### config.mk
export PLATFORM = sky130hd
export DESIGN_NAME = uart_tx_arbiter
export DESIGN_NICKNAME = d
export VERILOG_FILES = /design/src/rtl/uart_tx_arbiter.sv
export SDC_FILE = /design/constraint.sdc
export NUM_CORES = 1
export LEC_CHECK = 0
export CORE_MARGIN = 4
export CORE_UTILIZATION = 50
export DETAILED_ROUTE_END_ITERATION = 12
export PLACE_DENSITY = 0.83
export SKIP_CTS_REPAIR_TIMING = 1
export SLEW_MARGIN = 5
export SYNTH_ARGS = -nofsm -noshare
export SYNTH_HDL_FRONTEND = slang
export SYNTH_SLANG_ARGS = --single-unit
### constraint.sdc
create_clock -name pclk -period 4 [get_ports pclk]
set_input_delay 0.8 -clock pclk [delete_from_list [all_inputs] [get_ports pclk]]
set_output_delay 0.8 -clock pclk [all_outputs]
set_load 0.02 [all_outputs]
### src/rtl/uart_tx_arbiter.sv
// uart_tx_arbiter
// Arbitrates two frame requesters onto a single UART transmit core.
// Requesters are granted round-robin on a tie. The granted frame is held on
// uart_data with uart_tx_enable high until the core reports uart_tx_done, or
// until TIMEOUT_CYCLES SEND cycles pass. A fixed idle gap follows every frame.
//
// Ports
//   pclk            clock, all state updates on the rising edge
//   rst             synchronous active-high reset
//   req_valid[1:0]  per-requester frame-pending flag
//   req0_data       frame from requester 0
//   req1_data       frame from requester 1
//   req_ready[1:0]  per-requester accept strobe (registered, one-hot or zero)
//   uart_data       frame to the UART core (registered)
//   uart_tx_enable  transmit enable to the UART core (registered)
//   uart_tx_done    transmit-complete pulse from the UART core
//   grant_id        requester of the current or last frame
//   busy            high whenever the FSM is not in IDLE
//   timeout_err     one-cycle pulse when a frame times out
module uart_tx_arbiter #(
  parameter int DATA_W         = 11,
  parameter int GAP_CYCLES     = 2,
  parameter int TIMEOUT_CYCLES = 4096
) (
  input  logic              pclk,
  input  logic              rst,
  input  logic [1:0]        req_valid,
  input  logic [DATA_W-1:0] req0_data,
  input  logic [DATA_W-1:0] req1_data,
  output logic [1:0]        req_ready,
  output logic [DATA_W-1:0] uart_data,
  output logic              uart_tx_enable,
  input  logic              uart_tx_done,
  output logic              grant_id,
  output logic              busy,
  output logic              timeout_err
);

  // Counter widths are sized to hold their terminal value (at least 1 bit).
  localparam int TCNT_W = (TIMEOUT_CYCLES > 1) ? $clog2(TIMEOUT_CYCLES) : 1;
  localparam int GCNT_W = (GAP_CYCLES > 1) ? $clog2(GAP_CYCLES) : 1;
  localparam logic [TCNT_W-1:0] TCNT_LAST = TCNT_W'(TIMEOUT_CYCLES - 1);
  localparam logic [GCNT_W-1:0] GCNT_LAST = GCNT_W'(GAP_CYCLES - 1);

  typedef enum logic [1:0] {
    IDLE = 2'd0,
    LOAD = 2'd1,
    SEND = 2'd2,
    GAP  = 2'd3
  } state_t;

  state_t            state;
  logic              last_grant;
  logic [TCNT_W-1:0] tcnt;
  logic [GCNT_W-1:0] gcnt;
  logic              sel;

  // Requester choice: a lone request wins outright; on a tie the requester
  // that did not transmit last is chosen.
  function automatic logic pick_requester(input logic [1:0] valid,
                                          input logic       last);
    if (valid == 2'b11) begin
      return ~last;
    end
    return valid[1];
  endfunction

  assign sel  = pick_requester(req_valid, last_grant);
  assign busy = (state != IDLE);

  always_ff @(posedge pclk) begin
    if (rst) begin
      state          <= IDLE;
      req_ready      <= 2'b00;
      uart_data      <= '0;
      uart_tx_enable <= 1'b0;
      timeout_err    <= 1'b0;
      grant_id       <= 1'b0;
      last_grant     <= 1'b1;
      tcnt           <= '0;
      gcnt           <= '0;
    end else begin
      timeout_err <= 1'b0;
      case (state)
        // Grant: strobe ready to the chosen requester.
        IDLE: begin
          if (req_valid != 2'b00) begin
            grant_id  <= sel;
            req_ready <= sel ? 2'b10 : 2'b01;
            state     <= LOAD;
          end
        end
        // Transfer: the only state in which requester data is sampled.
        // A withdrawn request abandons the grant without touching last_grant.
        LOAD: begin
          req_ready <= 2'b00;
          if (req_valid[grant_id]) begin
            uart_data      <= grant_id ? req1_data : req0_data;
            uart_tx_enable <= 1'b1;
            last_grant     <= grant_id;
            tcnt           <= '0;
            state          <= SEND;
          end else begin
            state <= IDLE;
          end
        end
        // Transmit: done beats a simultaneous timeout.
        SEND: begin
          if (uart_tx_done) begin
            uart_tx_enable <= 1'b0;
            tcnt           <= '0;
            gcnt           <= '0;
            state          <= GAP;
          end else if (tcnt == TCNT_LAST) begin
            timeout_err    <= 1'b1;
            uart_tx_enable <= 1'b0;
            tcnt           <= '0;
            gcnt           <= '0;
            state          <= GAP;
          end else begin
            tcnt <= tcnt + TCNT_W'(1);
          end
        end
        // Inter-frame gap: requests are not looked at until IDLE.
        GAP: begin
          if (gcnt == GCNT_LAST) begin
            state <= IDLE;
          end else begin
            gcnt <= gcnt + GCNT_W'(1);
          end
        end
        default: state <= IDLE;
      endcase
    end
  end

endmodule

==> report_table.html, run 1 <==
<table>
<tr><th>Metric</th><th>Value</th></tr>
<tr><th colspan="2">Outcome</th></tr>
<tr><td>Result of the run</td><td>finished clean</td></tr>
<tr><th colspan="2">Cells and area</th></tr>
<tr><td>Fill cell total of the finished layout</td><td>221</td></tr>
<tr><td>Area growth from synthesis to final layout</td><td>32.8%</td></tr>
<tr><td>Final standard cell count with taps included and fillers excluded</td><td>242</td></tr>
<tr><td>Flip-flop and latch area</td><td>641 um2</td></tr>
<tr><td>Combined area of the multi-input logic cells</td><td>approximately 760 um2</td></tr>
<tr><td>Share of cells above drive strength 1</td><td>about 5.2%</td></tr>
<tr><td>Antenna diodes</td><td>0</td></tr>
<tr><td>Final Net Count</td><td>238</td></tr>
<tr><th colspan="2">Power and ir drop</th></tr>
<tr><td>Internal power</td><td>between 500 and 600 uW</td></tr>
<tr><td>Total power per unit cell area</td><td>358 nW/um2</td></tr>
<tr><td>Final total power</td><td>701 uW</td></tr>
<tr><td>Worst-case vdd ir drop</td><td>roughly 0.28 mV</td></tr>
<tr><td>Sw power</td><td>199 uW</td></tr>
<tr><td>Leakage component of the power</td><td>between 0.6 and 0.7 nW</td></tr>
<tr><td>Switching Fraction</td><td>28.3%</td></tr>
<tr><td>Fraction of power consumed by combinational cells</td><td>about 22%</td></tr>
<tr><td>Sequential cell fraction of total power</td><td>51.0%</td></tr>
<tr><td>Clock group share of total power</td><td>between 20 and 30%</td></tr>
<tr><th colspan="2">Floorplan</th></tr>
<tr><td>Horizontal die dimension</td><td>approximately 62 um</td></tr>
<tr><td>Number of rows in the core area</td><td>19</td></tr>
<tr><td>Floorplan Core Area</td><td>2780 um2</td></tr>
<tr><td>Die area</td><td>about 3900 um2</td></tr>
<tr><td>Top Ports</td><td>44</td></tr>
<tr><td>Chip Height</td><td>62.3 um</td></tr>
<tr><td>Effective utilization at floorplan</td><td>53.1%</td></tr>
<tr><th colspan="2">Min path</th></tr>
<tr><td>Launch instance of the worst min-delay path</td><td>req_ready[1]$_SDFFE_PP0P_</td></tr>
<tr><td>Worst hold path class</td><td>flop to flop</td></tr>
<tr><th colspan="2">GRT</th></tr>
<tr><td>Initial antenna violation count</td><td>0</td></tr>
<tr><td>Grt total ovfl</td><td>0</td></tr>
<tr><td>GR Util All Layers</td><td>18.8%</td></tr>
<tr><td>Number of global-route vias before repair</td><td>1361</td></tr>
<tr><td>Largest net degree at the start of global routing</td><td>24</td></tr>
<tr><td>Global-route wire length before repair</td><td>6.02 mm</td></tr>
<tr><th colspan="2">Detailed routing</th></tr>
<tr><td>Number of DRC markers after the initial detailed-route iteration</td><td>between 60 and 70</td></tr>
<tr><td>Remaining number of nets flagged by the antenna check after routing</td><td>0</td></tr>
<tr><td>Total number of vias</td><td>1369</td></tr>
<tr><td>Final WL</td><td>3.44 mm</td></tr>
<tr><td>DRC errors left</td><td>0</td></tr>
<tr><td>Number of iterations in the first detailed-routing pass</td><td>4</td></tr>
<tr><td>Avg WL per Cell</td><td>14.2 um</td></tr>
<tr><td>Via density per instance</td><td>5.66</td></tr>
<tr><th colspan="2">Synthesis</th></tr>
<tr><td>Top post-synthesis cells by count</td><td>32 x sky130_fd_sc_hd__dfxtp_1, 21 x sky130_fd_sc_hd__nor2_1, 13 x sky130_fd_sc_hd__a21oi_1, 13 x sky130_fd_sc_hd__mux2i_1, 12 x sky130_fd_sc_hd__a211oi_1</td></tr>
<tr><td>Number of synthesized flops with an enable pin</td><td>0</td></tr>
<tr><td>Cell area after technology mapping</td><td>1480 um2</td></tr>
<tr><td>Cell type with the highest aggregate area in the netlist</td><td>sky130_fd_sc_hd__dfxtp_1</td></tr>
<tr><td>Register bit count reported by yosys</td><td>32</td></tr>
<tr><td>Main flop type after synthesis</td><td>sky130_fd_sc_hd__dfxtp_1</td></tr>
<tr><td>Unique masters post-synth</td><td>36</td></tr>
<tr><td>Post-Syn Instances</td><td>169</td></tr>
<tr><td>Mean area per synthesized cell</td><td>8.74 um2</td></tr>
<tr><td>Area share of the largest cell type after synthesis</td><td>a little over two fifths</td></tr>
<tr><td>Yosys Warn Count</td><td>0</td></tr>
<tr><td>Share of synthesized registers carrying an async set or reset</td><td>0%</td></tr>
<tr><td>Post-synthesis sequential area ratio</td><td>43.4%</td></tr>
<tr><td>Most instantiated library cell after synthesis</td><td>sky130_fd_sc_hd__dfxtp_1</td></tr>
<tr><td>Post-Syn Nets</td><td>197</td></tr>
<tr><td>Top cells by area, synth</td><td>sky130_fd_sc_hd__dfxtp_1 43%, sky130_fd_sc_hd__mux2i_1 8.8%, sky130_fd_sc_hd__a211oi_1 6.1%</td></tr>
<tr><th colspan="2">Setup path</th></tr>
<tr><td>Crit path launch</td><td>grant_id$_SDFFE_PP0P_</td></tr>
<tr><td>Critical path buffer and inverter count</td><td>1</td></tr>
<tr><td>Cell-by-cell listing of the critical path</td><td>clkdlybuf4s50_1</td></tr>
<tr><td>Worst EP required</td><td>approximately 3.2 ns</td></tr>
<tr><td>Kind of critical path</td><td>flop to primary output</td></tr>
<tr><td>Critical path's top delay family</td><td>flip-flops</td></tr>
<tr><td>Critical-path maximum fanout</td><td>15</td></tr>
<tr><td>Worst path slowest cell</td><td>sky130_fd_sc_hd__dfxtp_1</td></tr>
<tr><td>CP arrival</td><td>1.91 ns</td></tr>
<tr><td>Maximum single-stage delay on the critical path</td><td>roughly 0.84 ns</td></tr>
<tr><td>Worst setup SP type</td><td>flop</td></tr>
<tr><td>Nature of the critical path endpoint</td><td>primary output</td></tr>
<tr><td>RR Startpoint</td><td>grant_id$_SDFFE_PP0P_</td></tr>
<tr><th colspan="2">Clock network</th></tr>
<tr><td>Clock tree from TritonCTS</td><td>yes</td></tr>
<tr><td>Buffer levels on the longest clock path</td><td>2</td></tr>
<tr><td>TritonCTS Buffers</td><td>5</td></tr>
<tr><td>Number of levels the H-tree was split into</td><td>2</td></tr>
<tr><td>Sink Count</td><td>32</td></tr>
<tr><td>CTS root buf</td><td>sky130_fd_sc_hd__clkbuf_4</td></tr>
<tr><td>Insertion delay to the later sink of the worst-skew pair</td><td>0.33 ns</td></tr>
<tr><td>Clock-pin slew on the worst setup and hold paths</td><td>0.09 ns</td></tr>
<tr><th colspan="2">STA</th></tr>
<tr><td>Slew at the pin with the worst max-slew slack</td><td>about 0.81 ns</td></tr>
<tr><td>Final critical-path required period</td><td>2.71 ns</td></tr>
<tr><td>Rel. slew slack</td><td>45.6%</td></tr>
<tr><td>Final setup TNS</td><td>0 ns</td></tr>
<tr><td>Setup clock skew after layout</td><td>0.00832 ns</td></tr>
<tr><td>Setup-violating endpoint count in the final report</td><td>0</td></tr>
<tr><td>Unrepaired setup endpoints after global routing</td><td>no</td></tr>
<tr><td>Number of hold violations in the final report</td><td>0</td></tr>
<tr><td>Fin. max-slew vios</td><td>0</td></tr>
<tr><td>Maximum clock rate</td><td>369 MHz</td></tr>
<tr><td>Portion of the clock cycle consumed by the worst path in the final layout</td><td>67.8%</td></tr>
<tr><th colspan="2">Placement</th></tr>
<tr><td>RePlAce Congestion</td><td>0.784</td></tr>
<tr><td>Number of placed instances with taps included</td><td>between 200 and 250</td></tr>
<tr><td>Detailed placement HPWL</td><td>2.52 mm</td></tr>
<tr><td>Port Buf Inserts</td><td>43</td></tr>
<tr><th colspan="2">Job</th></tr>
<tr><td>Maximum capacitance violations</td><td>0</td></tr>
</table>
[worst reg2reg max path: cells and delay by family (launching register included)]
kind,cells,cell delay (ns)
flip-flops,1,0.84
multiplexers,1,0.37
AO/OA/AOI/OAI,3,1.06
[final cells by class]
class / instances / area share [%]
multi-input combinational: 120 / 38.7
sequential: 32 / 32.7
timing repair buffer: 44 / 22.3
clock buffer: 8 / 3.00
tap: 31 / 1.98
inverter: 7 / 1.34
[worst paths after layout]
kind | to | slack [ns] | cells after the start
setup reg to reg | tcnt[5]$_SDFFE_PP0P_ | 1.65 | 4
hold reg to reg | req_ready[1]$_SDFFE_PP0P_ | 0.49 | 2
hold / removal | req_ready[1]$_SDFFE_PP0P_ | 0.49 | 2
setup / recovery | grant_id | 1.29 | 1
[cell families after synthesis]
| group | count (synthesis) | synth area share, % |
|---|---|---|
| DFF | 32 | 43.4 |
| adders and majority gates | 1 | 0.847 |
| muxes | 13 | 8.81 |
| and+or+nand+nor | 56 | 18.9 |
| AOI/OAI and AO/OA | 48 | 21.6 |
| buffers and inverters | 17 | 5.25 |
| xor gates and xnor gates | 2 | 1.19 |
[stage by stage]
step                instance area (um2)  worst slack [ns]  utilization [%]  hold WS, ns
CTS                                1960              1.26             70.5        0.493
floorplan                          1480              2.12                -        0.436
detailed placement                 1900              1.25             68.4        0.475
global route                       1960              1.17             70.5        0.509
global placement                   1900              1.35             68.4        0.452
finish                             1960              1.29             70.5        0.490
[power by group through the flow]
stage	sequential, mW	combinational, mW	clock, mW
global route	0.362	0.165	0.215
floorplan	0.371	0.0793	0
finish	0.358	0.151	0.192
CTS	0.358	0.153	0.196
detailed placement	0.365	0.152	0
global placement	0.364	0.147	0
[routing by layer]
metal / track usage [%] / share of wire [%] / up-vias
li1: - / - / 694
met1: 21.6 / 43 / 616
met2: 30.4 / 47 / 50
met3: 7.93 / 8.4 / 9
met4: 7.96 / 1.8 / 0
met5: 0 / 0 / -
[state kept, by name, indices dropped and copies added (netlist names), named ones only]
| signal | count |
|---|---|
| uart_data | 11 |
| req_ready | 2 |
| timeout_err | 1 |
| tcnt | 12 |
| state | 1 |
| gcnt | 1 |
| uart_tx_enable | 1 |
| grant_id | 1 |
| last_grant | 1 |
[cells in the final DEF (no fill, tap or decap), drive strengths merged, types with 2 or more instances in the layout]
master | netlist | layout
o21ai | 7 | 7
a211oi | 12 | 12
nand3 | 4 | 4
nand2 | 10 | 10
xnor2 | 2 | 2
a21oi | 13 | 13
or4 | 3 | 3
or3 | 4 | 4
o21a | 3 | 3
nor2b | 2 | 2
or2 | 2 | 2
mux2i | 13 | 13
dfxtp | 32 | 32
clkbuf | 6 | 8
o221a | 2 | 2
inv | 7 | 7
clkdlybuf4s50 | 0 | 43
a21boi | 2 | 2
nand2b | 2 | 2
nand4 | 3 | 3
nor2 | 21 | 21
o31ai | 4 | 4
(Power assumes the default switching activity.)
==> run 2: changes to the inputs <==
- CORE_UTILIZATION: 50 -> 46
- PLACE_DENSITY: 0.83 -> 0.77
- clock period: 4 -> 2.8 ns (I/O delays scaled with it)
==> report_table.html, run 2 (synthesized netlist as in run 1, its figures left out) <==
<table>
<tr><th>Metric</th><th>Value</th></tr>
<tr><th colspan="2">GRT</th></tr>
<tr><td>Largest net degree at the start of global routing</td><td>24</td></tr>
<tr><td>Number of global-route vias before repair</td><td>1415</td></tr>
<tr><td>Global-route wire length before repair</td><td>5.82 mm</td></tr>
<tr><td>Initial antenna violation count</td><td>0</td></tr>
<tr><td>GR Util All Layers</td><td>17.7%</td></tr>
<tr><td>Grt total ovfl</td><td>0</td></tr>
<tr><th colspan="2">Setup path</th></tr>
<tr><td>RR Startpoint</td><td>tcnt[0]$_SDFFE_PP0P_</td></tr>
<tr><td>Slack of the worst reg-to-reg path</td><td>0.71 ns</td></tr>
<tr><td>Worst EP required</td><td>2.24 ns</td></tr>
<tr><td>Critical-path maximum fanout</td><td>12</td></tr>
<tr><td>Worst setup SP type</td><td>flop</td></tr>
<tr><td>Kind of critical path</td><td>flop to primary output</td></tr>
<tr><td>Nature of the critical path endpoint</td><td>primary output</td></tr>
<tr><td>Worst-case reg-to-reg path depth</td><td>5</td></tr>
<tr><td>CP arrival</td><td>1.68 ns</td></tr>
<tr><td>Terminus of the critical flop-to-flop path</td><td>tcnt[4]$_SDFFE_PP0P_</td></tr>
<tr><td>Setup crit end</td><td>busy</td></tr>
<tr><th colspan="2">Detailed routing</th></tr>
<tr><td>Avg WL per Cell</td><td>13.0 um</td></tr>
<tr><td>Number of DRC markers after the initial detailed-route iteration</td><td>72</td></tr>
<tr><td>Routed wire length on met2</td><td>1.63 mm</td></tr>
<tr><td>Via density per instance</td><td>5.35</td></tr>
<tr><td>DRC errors left</td><td>0</td></tr>
<tr><td>Number of iterations in the first detailed-routing pass</td><td>4</td></tr>
<tr><td>Detailed-route wire length on metal 1</td><td>1.44 mm</td></tr>
<tr><td>Remaining number of nets flagged by the antenna check after routing</td><td>0</td></tr>
<tr><td>Highest layer used for signal routing</td><td>met4</td></tr>
<tr><td>Total number of vias</td><td>1374</td></tr>
<tr><td>Final WL</td><td>between 3 and 4 mm</td></tr>
<tr><td>Met3 Routed Length</td><td>235 um</td></tr>
<tr><th colspan="2">Power and ir drop</th></tr>
<tr><td>Worst-case vdd ir drop</td><td>0.297 mV</td></tr>
<tr><td>Leakage component of the power</td><td>0.651 nW</td></tr>
<tr><td>Internal power</td><td>720 uW</td></tr>
<tr><td>Sequential cell fraction of total power</td><td>50.3%</td></tr>
<tr><td>Final total power</td><td>999 uW</td></tr>
<tr><td>Fraction of power consumed by combinational cells</td><td>22.5%</td></tr>
<tr><td>Switching Fraction</td><td>between 20% and 30%</td></tr>
<tr><td>Total power per unit cell area</td><td>about 500 nW/um2</td></tr>
<tr><td>Sw power</td><td>280 uW</td></tr>
<tr><td>Clock group share of total power</td><td>27.1%</td></tr>
<tr><th colspan="2">STA</th></tr>
<tr><td>Final critical-path required period</td><td>~2.2 ns</td></tr>
<tr><td>Rel. slew slack</td><td>between 60% and 70%</td></tr>
<tr><td>Number of hold violations in the final report</td><td>0</td></tr>
<tr><td>Tightest hold margin</td><td>roughly 0.47 ns</td></tr>
<tr><td>Setup-violating endpoint count in the final report</td><td>0</td></tr>
<tr><td>Unrepaired setup endpoints after global routing</td><td>no</td></tr>
<tr><td>Portion of the clock cycle consumed by the worst path in the final layout</td><td>80.1%</td></tr>
<tr><td>Slew at the pin with the worst max-slew slack</td><td>around 0.57 ns</td></tr>
<tr><td>Setup clock skew after layout</td><td>0.00687 ns</td></tr>
<tr><td>Final setup TNS</td><td>0 ns</td></tr>
<tr><td>Maximum clock rate</td><td>446 MHz</td></tr>
<tr><td>Fin. max-slew vios</td><td>0</td></tr>
<tr><th colspan="2">Cells and area</th></tr>
<tr><td>Regs by FF count</td><td>tcnt: 12 flops, uart_data: 11 flops, req_ready: 2 flops</td></tr>
<tr><td>Share of cells above drive strength 1</td><td>6.10%</td></tr>
<tr><td>Final standard cell area without fillers</td><td>approximately 2000 um2</td></tr>
<tr><td>Antenna diodes</td><td>0</td></tr>
<tr><td>Most frequent standard cell in the layout excluding fill and tap cells</td><td>sky130_fd_sc_hd__clkdlybuf4s50_1</td></tr>
<tr><td>Final Net Count</td><td>240</td></tr>
<tr><td>Commonest non-fill, non-tap cells in the layout</td><td>43 x sky130_fd_sc_hd__clkdlybuf4s50_1, 32 x sky130_fd_sc_hd__dfxtp_1, 21 x sky130_fd_sc_hd__nor2_1</td></tr>
<tr><td>Fill cell total of the finished layout</td><td>275</td></tr>
<tr><td>Area growth from synthesis to final layout</td><td>34.9%</td></tr>
<tr><td>Max reg flops</td><td>12</td></tr>
<tr><td>Final standard cell count with taps included and fillers excluded</td><td>257</td></tr>
<tr><td>Register with the most flip-flops</td><td>tcnt</td></tr>
<tr><th colspan="2">Floorplan</th></tr>
<tr><td>Top Ports</td><td>44</td></tr>
<tr><td>Die area</td><td>~4200 um2</td></tr>
<tr><td>Floorplan Core Area</td><td>roughly 3100 um2</td></tr>
<tr><td>Effective utilization at floorplan</td><td>48.4%</td></tr>
<tr><td>Number of rows in the core area</td><td>20</td></tr>
<tr><td>Chip Height</td><td>64.7 um</td></tr>
<tr><td>Horizontal die dimension</td><td>64.7 um</td></tr>
<tr><th colspan="2">Outcome</th></tr>
<tr><td>Result of the run</td><td>finished clean</td></tr>
<tr><th colspan="2">Clock network</th></tr>
<tr><td>Clock-pin slew on the worst setup and hold paths</td><td>0.10 ns</td></tr>
<tr><td>Number of levels the H-tree was split into</td><td>2</td></tr>
<tr><td>Clock tree from TritonCTS</td><td>yes</td></tr>
<tr><td>CTS root buf</td><td>sky130_fd_sc_hd__clkbuf_4</td></tr>
<tr><td>Buffer levels on the longest clock path</td><td>2</td></tr>
<tr><td>Insertion delay to the later sink of the worst-skew pair</td><td>0.32 ns</td></tr>
<tr><td>TritonCTS Buffers</td><td>5</td></tr>
<tr><td>Sink Count</td><td>32</td></tr>
<tr><th colspan="2">Placement</th></tr>
<tr><td>RePlAce Congestion</td><td>between 0.7 and 0.8</td></tr>
<tr><td>Placed cell area</td><td>about 1900 um2</td></tr>
<tr><td>Detailed placement HPWL</td><td>2.53 mm</td></tr>
<tr><td>Port Buf Inserts</td><td>43</td></tr>
<tr><td>Number of placed instances with taps included</td><td>about 250</td></tr>
<tr><th colspan="2">Min path</th></tr>
<tr><td>Worst hold path class</td><td>flop to flop</td></tr>
<tr><th colspan="2">Job</th></tr>
<tr><td>Maximum capacitance violations</td><td>0</td></tr>
</table>
==> run 2: worst min path at each step <==
stage | slack (ns) | start | depth (start not counted) | end
3_5_place_dp | 0.46 | gcnt$_SDFFE_PP0P_ | 2 | gcnt$_SDFFE_PP0P_
4_1_cts | 0.48 | gcnt$_SDFFE_PP0P_ | 2 | gcnt$_SDFFE_PP0P_
3_3_place_gp | 0.45 | gcnt$_SDFFE_PP0P_ | 2 | gcnt$_SDFFE_PP0P_
6_report | 0.47 | gcnt$_SDFFE_PP0P_ | 2 | gcnt$_SDFFE_PP0P_
2_1_floorplan | 0.44 | gcnt$_SDFFE_PP0P_ | 2 | gcnt$_SDFFE_PP0P_
5_1_grt | 0.50 | gcnt$_SDFFE_PP0P_ | 2 | gcnt$_SDFFE_PP0P_
==> run 2: power groups by stage <==
stage               clock (mW)  combinational, mW  sequential, mW
floorplan                    0              0.113           0.529
global placement             0              0.221           0.512
detailed placement           0              0.227           0.513
CTS                      0.278              0.228           0.503
global route             0.306              0.247           0.507
finish                   0.271              0.225           0.503
==> run 2: per-stage QoR <==
step | utilization, % | setup WS (ns)
after floorplan | - | 1.09
after global placement | 63.3 | 0.439
after detailed placement | 63.3 | 0.344
after CTS | 65.2 | 0.544
after global routing | 65.2 | 0.428
final | 65.2 | 0.557
==> run 2: layout make-up <==
cell class | instances | area [um2] | area share [%]
Multi-Input combinational cell | 120 | 758 | 38.1
Sequential cell | 32 | 641 | 32.2
Timing Repair Buffer | 46 | 453 | 22.7
Clock buffer | 8 | 58.8 | 2.95
Tap cell | 44 | 55.1 | 2.76
Inverter | 7 | 26.3 | 1.32
==> run 2: critical path, stage by stage, from the launching register on <==
cell and delay, ns:
sky130_fd_sc_hd__dfxtp_1 0.55, sky130_fd_sc_hd__nor2_1 0.13, sky130_fd_sc_hd__inv_1 0.07, sky130_fd_sc_hd__clkdlybuf4s50_1 0.60
==> run 2: routing by layer <==
| metal | up-vias | track usage (%) |
|---|---|---|
| li1 | 700 | - |
| met1 | 630 | 18.9 |
| met2 | 38 | 31.2 |
| met3 | 6 | 6.41 |
| met4 | 0 | 7.92 |
| met5 | - | 0 |
